==> src/rtl/ex_muldiv_unit.sv <==
// Iterative unsigned multiply/divide unit for the EX stage.
// MULTU uses a 32-step shift-add and DIVU uses a 32-step restoring divider. Both
// write HI/LO on the edge that enters DONE. The unit also provides the pipeline
// stall and the MFHI/MFLO read data.
module ex_muldiv_unit (
    input  logic        clk,
    input  logic        rst,
    input  logic        start,
    input  logic [5:0]  funct,
    input  logic [31:0] rs_val,
    input  logic [31:0] rt_val,
    input  logic        flush,
    output logic        stall,
    output logic        busy,
    output logic        done,
    output logic [31:0] hi,
    output logic [31:0] lo,
    output logic [31:0] mf_data,
    output logic        dz
);

    localparam logic [5:0] FUNCT_MULTU = 6'h19;
    localparam logic [5:0] FUNCT_DIVU  = 6'h1B;
    localparam logic [5:0] FUNCT_MFHI  = 6'h10;
    localparam logic [5:0] FUNCT_MFLO  = 6'h12;

    typedef enum logic [1:0] {StIdle, StMul, StDiv, StDone} state_e;

    state_e      r_state;
    logic [5:0]  r_cnt;
    logic [31:0] r_opb;   // multiplicand for MUL, divisor for DIV
    logic [63:0] r_prod;  // {partial sum, remaining multiplier bits}
    logic [31:0] r_rem;   // partial remainder, always below the divisor
    logic [31:0] r_quo;   // dividend bits shift out as quotient bits shift in
    logic [31:0] r_hi;
    logic [31:0] r_lo;
    logic        r_dz;
    logic        r_done;
    logic        r_busy;

    logic [32:0] w_add;
    logic [63:0] w_prod_nxt;
    logic [32:0] w_shift;
    logic [32:0] w_diff;
    logic        w_ge;
    logic [31:0] w_rem_nxt;
    logic [31:0] w_quo_nxt;
    logic        w_last;
    logic        w_is_md;

    // Datapath for one multiply step and one divide step
    always_comb begin
        // The 33-bit sum keeps the carry, and it shifts into bit 63
        w_add      = {1'b0, r_prod[63:32]} + (r_prod[0] ? {1'b0, r_opb} : 33'd0);
        w_prod_nxt = {w_add, r_prod[31:1]};
        // 33-bit partial remainder. A borrow out of bit 32 means the divisor does not fit
        w_shift    = {r_rem, r_quo[31]};
        w_diff     = w_shift - {1'b0, r_opb};
        w_ge       = ~w_diff[32];
        w_rem_nxt  = w_ge ? w_diff[31:0] : w_shift[31:0];
        w_quo_nxt  = {r_quo[30:0], w_ge};
        w_last     = (r_cnt == 6'd31);
    end

    // Control FSM, iteration registers and HI/LO/DZ
    always_ff @(posedge clk or negedge rst) begin
        if (!rst) begin
            r_state <= StIdle;
            r_cnt   <= 6'd0;
            r_opb   <= 32'd0;
            r_prod  <= 64'd0;
            r_rem   <= 32'd0;
            r_quo   <= 32'd0;
            r_hi    <= 32'd0;
            r_lo    <= 32'd0;
            r_dz    <= 1'b0;
            r_done  <= 1'b0;
            r_busy  <= 1'b0;
        end else begin
            r_done <= 1'b0;
            case (r_state)
                StIdle: begin
                    if (start && !flush) begin
                        if (funct == FUNCT_MULTU) begin
                            r_opb   <= rs_val;
                            r_prod  <= {32'd0, rt_val};
                            r_cnt   <= 6'd0;
                            r_dz    <= 1'b0;
                            r_busy  <= 1'b1;
                            r_state <= StMul;
                        end else if (funct == FUNCT_DIVU) begin
                            r_cnt  <= 6'd0;
                            r_busy <= 1'b1;
                            if (rt_val == 32'd0) begin
                                // Divide by zero finishes at once with a fixed result
                                r_hi    <= rs_val;
                                r_lo    <= 32'hFFFF_FFFF;
                                r_dz    <= 1'b1;
                                r_done  <= 1'b1;
                                r_state <= StDone;
                            end else begin
                                r_opb   <= rt_val;
                                r_quo   <= rs_val;
                                r_rem   <= 32'd0;
                                r_dz    <= 1'b0;
                                r_state <= StDiv;
                            end
                        end
                    end
                end
                StMul: begin
                    if (flush) begin
                        r_busy  <= 1'b0;
                        r_state <= StIdle;
                    end else begin
                        r_prod <= w_prod_nxt;
                        r_cnt  <= r_cnt + 6'd1;
                        if (w_last) begin
                            r_hi    <= w_prod_nxt[63:32];
                            r_lo    <= w_prod_nxt[31:0];
                            r_done  <= 1'b1;
                            r_state <= StDone;
                        end
                    end
                end
                StDiv: begin
                    if (flush) begin
                        r_busy  <= 1'b0;
                        r_state <= StIdle;
                    end else begin
                        r_rem <= w_rem_nxt;
                        r_quo <= w_quo_nxt;
                        r_cnt <= r_cnt + 6'd1;
                        if (w_last) begin
                            r_hi    <= w_rem_nxt;
                            r_lo    <= w_quo_nxt;
                            r_done  <= 1'b1;
                            r_state <= StDone;
                        end
                    end
                end
                StDone: begin
                    // HI/LO were already written when DONE was entered, so flush changes nothing
                    r_busy  <= 1'b0;
                    r_state <= StIdle;
                end
                default: begin
                    r_busy  <= 1'b0;
                    r_state <= StIdle;
                end
            endcase
        end
    end

    // Stall decode and the MFHI/MFLO read mux
    always_comb begin
        w_is_md = (funct == FUNCT_MULTU) || (funct == FUNCT_DIVU) ||
                  (funct == FUNCT_MFHI)  || (funct == FUNCT_MFLO);
        stall   = (r_state != StIdle) && start && w_is_md;
        if (funct == FUNCT_MFHI) begin
            mf_data = r_hi;
        end else if (funct == FUNCT_MFLO) begin
            mf_data = r_lo;
        end else begin
            mf_data = 32'd0;
        end
    end

    assign busy = r_busy;
    assign done = r_done;
    assign hi   = r_hi;
    assign lo   = r_lo;
    assign dz   = r_dz;

endmodule

==> config.mk <==
export PLATFORM = sky130hd
export DESIGN_NAME = ex_muldiv_unit
export DESIGN_NICKNAME = d
export VERILOG_FILES = /design/src/rtl/ex_muldiv_unit.sv
export SDC_FILE = /design/constraint.sdc
export NUM_CORES = 1
export LEC_CHECK = 0
export CORE_MARGIN = 2
export CORE_UTILIZATION = 55
export DETAILED_ROUTE_END_ITERATION = 6
export DONT_BUFFER_PORTS = 1
export PLACE_DENSITY = 0.79
export SLEW_MARGIN = 10
export SYNTH_ARGS = -nofsm -noshare
export SYNTH_HDL_FRONTEND = slang
export SYNTH_SLANG_ARGS = --single-unit
==> constraint.sdc <==
create_clock -name clk -period 4.42 [get_ports clk]
set_input_delay 1.105 -clock clk [delete_from_list [all_inputs] [get_ports clk]]
set_output_delay 1.105 -clock clk [all_outputs]
set_load 0.005 [all_outputs]
==> results.py, run 1 <==
metrics = {
    "worst_hold_path": {
        "hp-class": "input port to async pin",
    },
    "synthesis": {
        "async_flop_share_pct": 100.0,
        "syn_area_per_cell_um2": 8.683,
        "yosys_warnings": 0,
        "netlist_area_um2": 15240,
        "syn-num-nets": 1900,
        "synth-seq-cells": 235,
        "synth-seq-area-share_pct": 38.59,
        "synth_edf_count": 0,
        "ys.flop_type": "dfrtp_1",
        "synth_cell_types": 76,
        "syn_inst": 1755,
    },
    "detailed_routing": {
        "drt-initial-drc-count": 1105,
        "routed_wl_um": 41960,
        "drc_errors": 0,
        "first_pass_iters": 6,
        "post_drt_via_cell_ratio": 6.336,
        "dr_total_vias": 13103,
        "ant_nets": 0,
        "routedWlPerCell_um": 20.29,
    },
    "pwr": {
        "vdd_ir_drop_max_mv": 0.7985,
        "power_density_nw_per_um2": 978.5,
        "p_leak_nw": 7.241,
    },
    "place": {
        "dpl_cell_area_um2": 15460,
        "place_inst": 2028,
        "place.port_buffers": 0,
        "dpl.hpwl_um": 29280,
        "gp_congestion": 0.9038,
    },
    "setup_path": {
        "cpMaxStageDelayCell": "dfrtp_2",
        "reg2reg_slack_ps": 530,
        "cp-start-kind": "register",
        "critical_path_class": "register to register",
        "cp_top_family": "compound AO/OA/AOI/OAI gates",
        "cp_slowest_stage_delay_ps": 560,
        "arrival_ps": 4280,
        "end_kind": "register",
        "path_max_fanout": 19,
        "critPathBufInv": 1,
        "cp.required_ps": 4810,
        "crit_chain": "and2_1 > ha_1 > inv_1 > fa_1 > nor2b_1 > o2111ai_1 > nand4b_1 > a31oi_1 > a211oi_1 > o41ai_2 > o41ai_1 > xor2_1 > a221oi_1 > o21ai_0",
    },
    "sta": {
        "hold_slack_ps": 291.4,
        "rsz0062_at_grt": "no",
        "tns_ps": 0,
        "tightest_slew_ps": 1202,
        "drv_slew": 0,
        "hold_viol": 0,
        "skew_ps": 15.97,
        "min_period_ps": 3889,
        "slew_headroom_pct": 19.86,
        "setup_viol": 0,
        "final.period_utilization_pct": 87.99,
        "clock.fmax_mhz": 257.1,
    },
    "finish": {
        "final_area_um2": 16200,
        "post_layout_nonfiller_instances": 2068,
        "antennaDiodeCount": 0,
        "area_delta_synth_final_pct": 6.290,
        "drive_gt1_share_pct": 4.953,
        "final_common_cell": "nand2_1",
        "fin_nets": 1826,
        "layout_common_cells": "nand2_1 (270), dfrtp_1 (234), o21ai_0 (202)",
        "utilization_pct": 59.76,
    },
    "die": {
        "fp-row-count": 60,
        "core_um2": 27100,
        "io_pins": 174,
        "dieArea_um2": 29050,
        "initial_utilization_pct": 56.23,
        "die_h_um": 170.5,
        "die_w_um": 170.5,
    },
    "clock_tree": {
        "cts_hold_buf": 0,
        "cts_resized": 0,
        "cts-htree-levels": 1,
        "cts.sinks": 235,
        "cts_setup_buffers": 0,
        "clk-insertion-delay-late_ps": 520,
        "numCtsBuffers": 23,
        "cts_tree": "built",
        "cts_buffer_depth": 3,
        "cts_root_buffer": "clkbuf_16",
        "clk_pin_slew_ps": 70,
    },
    "global_routing": {
        "grt_remaining_overflow": 0,
        "grt_pass1_wl_um": 67740,
        "grt_use_total_pct": 28.97,
        "antenna_found_initial": 0,
        "grt_max_degree": 236,
        "grt_pass1_vias": 12676,
    },
    "job": {
        "maxCapViolations": 0,
    },
    "status": {
        "outcome": "completed",
    },
}
final timing paths:
path,start,cells after the start,endpoint
min,rst,0,r_cnt[1]$_DFFE_PN0P_
min reg2reg,r_prod[41]$_DFFE_PN0P_,2,r_prod[41]$_DFFE_PN0P_
max,r_prod[0]$_DFFE_PN0P_,14,hi[27]$_DFFE_PN0P_
min in group clk,r_prod[41]$_DFFE_PN0P_,2,r_prod[41]$_DFFE_PN0P_
max reg2reg,r_prod[0]$_DFFE_PN0P_,14,hi[27]$_DFFE_PN0P_
max in group asynchronous,rst,0,r_rem[6]$_DFFE_PN0P_
registers in the layout (all words and copies together), names as in the netlist:
| name | cells |
|---|---|
| r_state | 2 |
| r_cnt | 6 |
| done | 1 |
| r_rem | 32 |
| r_opb | 32 |
| lo | 32 |
| r_quo | 32 |
| r_prod | 64 |
| dz | 1 |
| hi | 32 |
| busy | 1 |
where the power goes:
part	leakage [nW]	internal [W]	switching (W)	total [W]
Sequential	3.00	0.00303	0.000865	0.00389
Clock	0.361	0.00110	0.000838	0.00193
Combinational	3.88	0.00398	0.00604	0.0100
Yosys cell counts (7+ instances only):
master      n  area, µm²
nand2_1   270       1013
dfrtp_1   235       5881
o21ai_0   202       1011
mux2i_1   147       1471
nor2_1    134      503.0
clkbuf_1  103      386.6
ha_1       69      863.3
a21oi_1    60      300.3
inv_1      49      183.9
a31oi_1    48      300.3
a21o_1     39      292.8
and2_1     36      225.2
xnor2_1    32      280.3
a22oi_1    31      232.7
o31ai_1    22      165.2
xor2_1     22      192.7
nand3_1    20      100.1
o21ai_1    18      90.09
nor3_1     17      85.08
or3_1      15      93.84
o211ai_1   13      97.59
o211a_1    12      120.1
a211oi_1   11      82.58
nand2b_1   11      68.82
nor2b_1    11      68.82
o21a_1     11      82.58
nand4_1     9      56.30
nor4_1      9      56.30
mux2_2      7      78.83
layer usage:
| metal | global-route usage, % | part of all wire [%] |
|---|---|---|
| met5 | 0 | 0 |
| met2 | 44.68 | 45 |
| met3 | 5.465 | 9.0 |
| met4 | 7.358 | 2.1 |
| met1 | 42.08 | 44 |
stage by stage:
step / setup WS (ps) / power (W)
2_1_floorplan: 1027 / 0.01132
3_3_place_gp: 605.6 / 0.01343
3_5_place_dp: 486.7 / 0.01372
4_1_cts: 429.9 / 0.01571
5_1_grt: 161.7 / 0.01698
6_report: 531.0 / 0.01585
area by class of cell:
| type | count | area, µm² |
|---|---|---|
| Multi-Input combinational cell | 1356 | 8785 |
| Timing Repair Buffer | 14 | 142.6 |
| Tap cell | 372 | 465.4 |
| Clock inverter | 9 | 75.07 |
| Inverter | 51 | 191.4 |
| Sequential cell | 235 | 5882 |
| Fill cell | 2293 | 10900 |
| Clock buffer | 31 | 655.6 |
cells by family after synthesis:
| family | after synthesis | share of synthesized area, % |
|---|---|---|
| and+or+nand+nor | 549 | 15.87 |
| adders and majority gates | 71 | 5.928 |
| xor gates and xnor gates | 54 | 3.104 |
| buffers and inverters | 164 | 4.204 |
| muxes | 160 | 10.62 |
| DFF | 235 | 38.59 |
| AOI/OAI and AO/OA | 522 | 21.69 |
Power figures use the tool's default switching activity.
==> inputs of run 2 (changes only) <==
==> constraint.sdc (replaced) <==
create_clock -name clk -period 4.42 [get_ports clk]
set_input_delay 0.663 -clock clk [delete_from_list [all_inputs] [get_ports clk]]
set_output_delay 0.663 -clock clk [all_outputs]
set_load 0.005 [all_outputs]
==> run 2 against run 1 <==
The flow now finishes with violations (hold timing). Largest cell class unchanged. Sequential power barely moved. Non-clock buffer count unchanged. Via count is essentially flat. Clock-buffer cell count increased by 6. Wire length hardly changed. Highest routed layer unchanged. Cell count stayed put. Critical path depth fell by 1. Design area rose by 0.15%. Fmax grew 3.7%. Largest power group unchanged. First-iteration DRC count is 4.5% higher. Critical path type unchanged. Sequential share of layout area is 0.061 points lower.
==> results.py, run 2 (synthesized netlist as in run 1, its figures left out) <==
metrics = {
    "status": {
        "violations": "hold timing",
        "outcome": "complete, but fails checks",
    },
    "sta": {
        "rsz0062_at_grt": "no",
        "final.period_utilization_pct": 84.82,
        "clock.fmax_mhz": 266.7,
        "skew_ps": 19.31,
        "slew_headroom_pct": 33.16,
        "tns_ps": 0,
        "hold_slack_ps": -154.7,
        "min_period_ps": 3749,
        "tightest_slew_ps": 1003,
        "setup_viol": 0,
        "drv_slew": 0,
        "hold_viol": 235,
    },
    "finish": {
        "regArea_um2": 5881,
        "area_delta_synth_final_pct": 6.446,
        "final_common_cell": "nand2_1",
        "multi_input_area_um2": 8785,
        "fin_nets": 1827,
        "drive_gt1_share_pct": 4.776,
        "layout_common_cells": "nand2_1 (270), dfrtp_1 (235), o21ai_0 (202)",
        "fill_cells": 2304,
        "top_register": "r_prod",
        "post_layout_nonfiller_instances": 2068,
        "largest_register_ff_count": 64,
        "antennaDiodeCount": 0,
    },
    "detailed_routing": {
        "dr_wl_met2_um": 18180,
        "wl_met1_um": 18830,
        "dr_total_vias": 13113,
        "first_pass_iters": 5,
        "top_layer_used": "met4",
        "drt-initial-drc-count": 1155,
        "routedWlPerCell_um": 20.29,
        "drc_errors": 0,
        "post_drt_via_cell_ratio": 6.341,
        "ant_nets": 0,
        "wl_met3_um": 3832,
        "routed_wl_um": 41970,
    },
    "setup_path": {
        "crit_chain": "buf_4 > and2_1 > ha_1 > nor2b_1 > o2111ai_1 > nand4b_1 > a31oi_1 > a211oi_1 > o41ai_2 > o21bai_1 > a41o_1 > o211ai_1 > a31oi_1",
        "cp_slowest_stage_delay_ps": 600,
        "critical_path_class": "register to register",
        "cpMaxStageDelayCell": "o41ai_2",
        "crit_top_cell": "a31oi_1",
        "path_max_fanout": 27,
        "cp_top_family": "compound AO/OA/AOI/OAI gates",
        "end_kind": "register",
        "arrival_ps": 4090,
        "critPathBufInv": 1,
        "cp.required_ps": 4760,
        "cp-start-kind": "register",
    },
    "place": {
        "dpl.hpwl_um": 29560,
        "place.port_buffers": 0,
        "place_inst": 2028,
        "gp_congestion": 0.9253,
    },
    "die": {
        "fp-row-count": 60,
        "die_w_um": 170.5,
        "core_um2": 27100,
        "initial_utilization_pct": 56.23,
        "io_pins": 174,
        "die_h_um": 170.5,
        "dieArea_um2": 29050,
    },
    "clock_tree": {
        "clk_pin_slew_ps": 70,
        "cts_root_buffer": "clkbuf_16",
        "cts_buffer_depth": 3,
        "cts_tree": "built",
        "cts_resized": 0,
        "cts.sinks": 235,
        "cts-htree-levels": 1,
        "numCtsBuffers": 24,
        "clk-insertion-delay-late_ps": 520,
    },
    "pwr": {
        "switching_share_pct": 48.66,
        "p_int_w": 0.008145,
        "p_leak_nw": 7.257,
        "pwr-share-comb_pct": 63.1,
        "clkPwrFrac_pct": 12.4,
        "power_density_nw_per_um2": 978.1,
        "switchingPower_w": 0.007720,
        "p_seq_share_pct": 24.5,
        "vdd_ir_drop_max_mv": 0.7952,
    },
    "global_routing": {
        "antenna_found_initial": 0,
        "grt_pass1_wl_um": 67640,
        "grt_pass1_vias": 12522,
        "grt_remaining_overflow": 0,
        "grt_use_total_pct": 28.91,
        "grt_max_degree": 236,
    },
    "job": {
        "maxCapViolations": 0,
    },
    "worst_hold_path": {
        "hp-class": "input port to async pin",
    },
}
-- run 2: cell count changes in the layout (fill, tap and decap cells not counted), sizes merged --
cell | previous run | this run
bufinv | 1 | 0
clkbuf | 31 | 37
clkinv | 7 | 4
clkinvlp | 2 | 0
-- run 2: what timing repair did --
action / in CTS / in global routing
buffers inserted: 0 / 0
endpoints found under the setup margin: 0 / 0
hold endpoints to repair: 235 / 235
-- run 2: layout make-up --
type / instances / share of cell area [%]
sequential: 235 / 36.25
multi-input combinational: 1356 / 54.16
timing repair buffer: 14 / 0.8794
inverter: 51 / 1.180
clock inverter: 3 / 0.09256
tap: 372 / 2.869
clock buffer: 37 / 4.566
-- run 2: layer usage --
| layer | vias up | global-route usage (%) |
|---|---|---|
| met3 | 86 | 5.907 |
| met1 | 6356 | 42.70 |
| met2 | 568 | 42.86 |
| met5 | - | 0 |
| li1 | 6103 | - |
| met4 | 0 | 8.621 |
-- run 2: per-stage QoR --
stage	instance area, µm²	total power (W)	hold WS [ps]	worst slack (ps)	util (%)
after detailed placement	15460	0.01369	374.9	724.7	57.06
after global placement	15460	0.01345	374.2	815.5	57.06
after global routing	16220	0.01701	-166.9	410.5	59.85
after CTS	16220	0.01573	-165.6	700.6	59.85
final	16220	0.01586	-154.7	670.9	59.85
after floorplan	15240	0.01132	367.4	1027	-
-- run 2: path summary, 6_finish.rpt --
check | slack, ps | from | endpoint | cells after the start
worst min-delay path | -150 | rst | lo[27]$_DFFE_PN0P_ | 0
worst min register to register | 490 | r_prod[47]$_DFFE_PN0P_ | r_prod[47]$_DFFE_PN0P_ | 2
worst max-delay path | 670 | r_prod[0]$_DFFE_PN0P_ | hi[31]$_DFFE_PN0P_ | 13
worst max register to register | 670 | r_prod[0]$_DFFE_PN0P_ | hi[31]$_DFFE_PN0P_ | 13
max in group asynchronous | 4270 | rst | r_rem[11]$_DFFE_PN0P_ | 0
min in group clk | 340 | rs_val[4] | hi[4]$_DFFE_PN0P_ | 2
-- run 2: worst reg2reg max path, delay by kind of cell, from the launching register on --
| family | cells | cell delay (ps) |
|---|---|---|
| compound gates | 8 | 2160 |
| fa+ha+maj | 1 | 330 |
| flops | 1 | 380 |
| simple gates | 3 | 480 |
| buf+inv | 1 | 220 |
-- run 2: power by group through the flow --
stage	clock network [W]	logic [W]	registers, W
6_report	0.00197	0.0100	0.00388
5_1_grt	0.00207	0.0110	0.00397
4_1_cts	0.00199	0.00988	0.00386
3_5_place_dp	0	0.00980	0.00389
3_3_place_gp	0	0.00959	0.00386
2_1_floorplan	0	0.00775	0.00357
==> inputs of run 3 (changes only) <==
Clock period 4.42 ns to 3.9 ns, I/O delays scaled along.
==> run 3 against run 2 <==
The run still ends with hold timing left. Combinational power grew 13%. Design area rose by 1.1%. Highest routed layer is now met5. Setup slack got worse by 490 ps. Sequential share of layout area down 0.39 points. Critical path depth unchanged. Via count about the same.
==> results.py, run 3 (synthesized netlist as in run 1, its figures left out) <==
metrics = {
    "die": {
        "io_pins": 174,
        "die_w_um": 170.5,
        "fp-row-count": 60,
        "dieArea_um2": 29050,
        "core_um2": 27100,
        "die_h_um": 170.5,
        "initial_utilization_pct": 56.23,
    },
    "worst_hold_path": {
        "hp-class": "input port to async pin",
    },
    "sta": {
        "hold_viol": 235,
        "tns_ps": 0,
        "slew_headroom_pct": 24.39,
        "skew_ps": 8.290,
        "drv_slew": 0,
        "rsz0062_at_grt": "no",
        "min_period_ps": 3723,
        "clock.fmax_mhz": 268.6,
        "hold_slack_ps": -241.9,
        "final.period_utilization_pct": 95.47,
        "tightest_slew_ps": 1134,
        "setup_viol": 0,
    },
    "job": {
        "maxCapViolations": 0,
    },
    "setup_path": {
        "cp-start-kind": "register",
        "end_kind": "register",
        "path_max_fanout": 27,
        "critical_path_class": "register to register",
        "arrival_ps": 4120,
        "reg2reg_slack_ps": 180,
        "cp.required_ps": 4290,
    },
    "detailed_routing": {
        "post_drt_via_cell_ratio": 6.321,
        "drc_errors": 0,
        "dr_total_vias": 13122,
        "ant_nets": 0,
        "drt-initial-drc-count": 1238,
        "routed_wl_um": 42480,
        "first_pass_iters": 5,
        "routedWlPerCell_um": 20.46,
    },
    "clock_tree": {
        "numCtsBuffers": 25,
        "clk-insertion-delay-late_ps": 520,
        "cts.sinks": 235,
        "cts-htree-levels": 1,
        "cts_root_buffer": "clkbuf_16",
        "cts_buffer_depth": 3,
        "cts_tree": "built",
        "clk_pin_slew_ps": 60,
    },
    "pwr": {
        "vdd_ir_drop_max_mv": 1.238,
        "power_density_nw_per_um2": 1116,
        "p_leak_nw": 7.332,
    },
    "finish": {
        "fin_nets": 1832,
        "antennaDiodeCount": 0,
        "top_register": "r_prod",
        "drive_gt1_share_pct": 5.575,
        "largest_register_ff_count": 64,
        "final_common_cell": "nand2_1",
        "post_layout_nonfiller_instances": 2076,
        "area_delta_synth_final_pct": 7.595,
        "layout_common_cells": "nand2_1 (270), dfrtp_1 (235), o21ai_0 (202)",
    },
    "global_routing": {
        "grt_max_degree": 236,
        "grt_remaining_overflow": 0,
        "grt_use_total_pct": 29.29,
        "grt_pass1_vias": 12551,
        "antenna_found_initial": 1,
        "grt_pass1_wl_um": 68210,
    },
    "status": {
        "violations": "hold timing",
        "outcome": "complete, but fails checks",
    },
    "place": {
        "dpl.hpwl_um": 29790,
        "gp_congestion": 0.9094,
        "place.port_buffers": 0,
        "place_inst": 2031,
    },
}
## run 3: cell count changes in the layout (fill, tap and decap cells not counted), moves of 2 or more
cell	previous run	this run
bufinv_16	0	4
clkbuf_1	5	1
clkinvlp_4	0	4
buf_4	11	14
clkbuf_8	7	5
inv_6	0	2
## run 3: worst paths after layout
check                      cells past startpoint              startpoint                      to
setup / recovery                              13   r_prod[0]$_DFFE_PN0P_      hi[20]$_DFFE_PN0P_
hold / removal                                 0                     rst      lo[27]$_DFFE_PN0P_
setup reg to reg                              13   r_prod[0]$_DFFE_PN0P_      hi[20]$_DFFE_PN0P_
hold reg to reg                                2  r_prod[46]$_DFFE_PN0P_  r_prod[46]$_DFFE_PN0P_
max in group asynchronous                      0                     rst    r_rem[8]$_DFFE_PN0P_
min in group clk                               2              rs_val[25]      hi[25]$_DFFE_PN0P_
## run 3: repair_timing
action	4_1_cts	5_1_grt
resized for setup	0	3
setup endpoints to repair	0	3
setup buffers	0	1
endpoints found under the hold margin	235	235
## run 3: area by class of cell
cell class,count,area (µm²)
fillers,2286,10710
multi-input cells,1356,8797
flip-flops and latches,235,5881
clock buffers,31,698.2
well taps,372,465.4
inverters,51,191.4
clock inverters,13,186.4
repair buffers,18,176.4
## run 3: critical path, stage by stage, from the launching register on
cell,delay (ps)
dfrtp_1,440
buf_6,200
and2_1,180
ha_1,340
a21o_1,220
a31oi_1,200
or4b_1,430
or3_1,340
a31o_2,270
a21o_1,180
a211o_1,290
o2111a_1,150
a211oi_1,240
o21ai_1,110
## run 3: where the power goes
part	internal, W	leakage [nW]	switching, W
clock	0.00154	0.423	0.00103
sequential	0.00343	3.01	0.000992
combinational	0.00452	3.90	0.00680
## run 3: per-stage QoR
| stage | setup slack (ps) | total power (W) | cell area (µm²) | utilization [%] |
|---|---|---|---|---|
| 2_1_floorplan | 507.4 | 0.01283 | 15240 | - |
| 3_3_place_gp | 245.4 | 0.01522 | 15490 | 57.15 |
| 3_5_place_dp | 185.8 | 0.01551 | 15490 | 57.15 |
| 4_1_cts | 138.6 | 0.01815 | 16370 | 60.41 |
| 5_1_grt | 14.04 | 0.01954 | 16400 | 60.50 |
| 6_report | 176.8 | 0.01830 | 16400 | 60.50 |
## run 3: layer usage
metal | track usage, % | vias up | part of all wire, %
li1 | - | 6117 | -
met4 | 7.246 | 2 | 2.3
met2 | 44.68 | 608 | 44
met5 | 0 | - | 0.045
met1 | 42.05 | 6321 | 44
met3 | 7.093 | 74 | 10
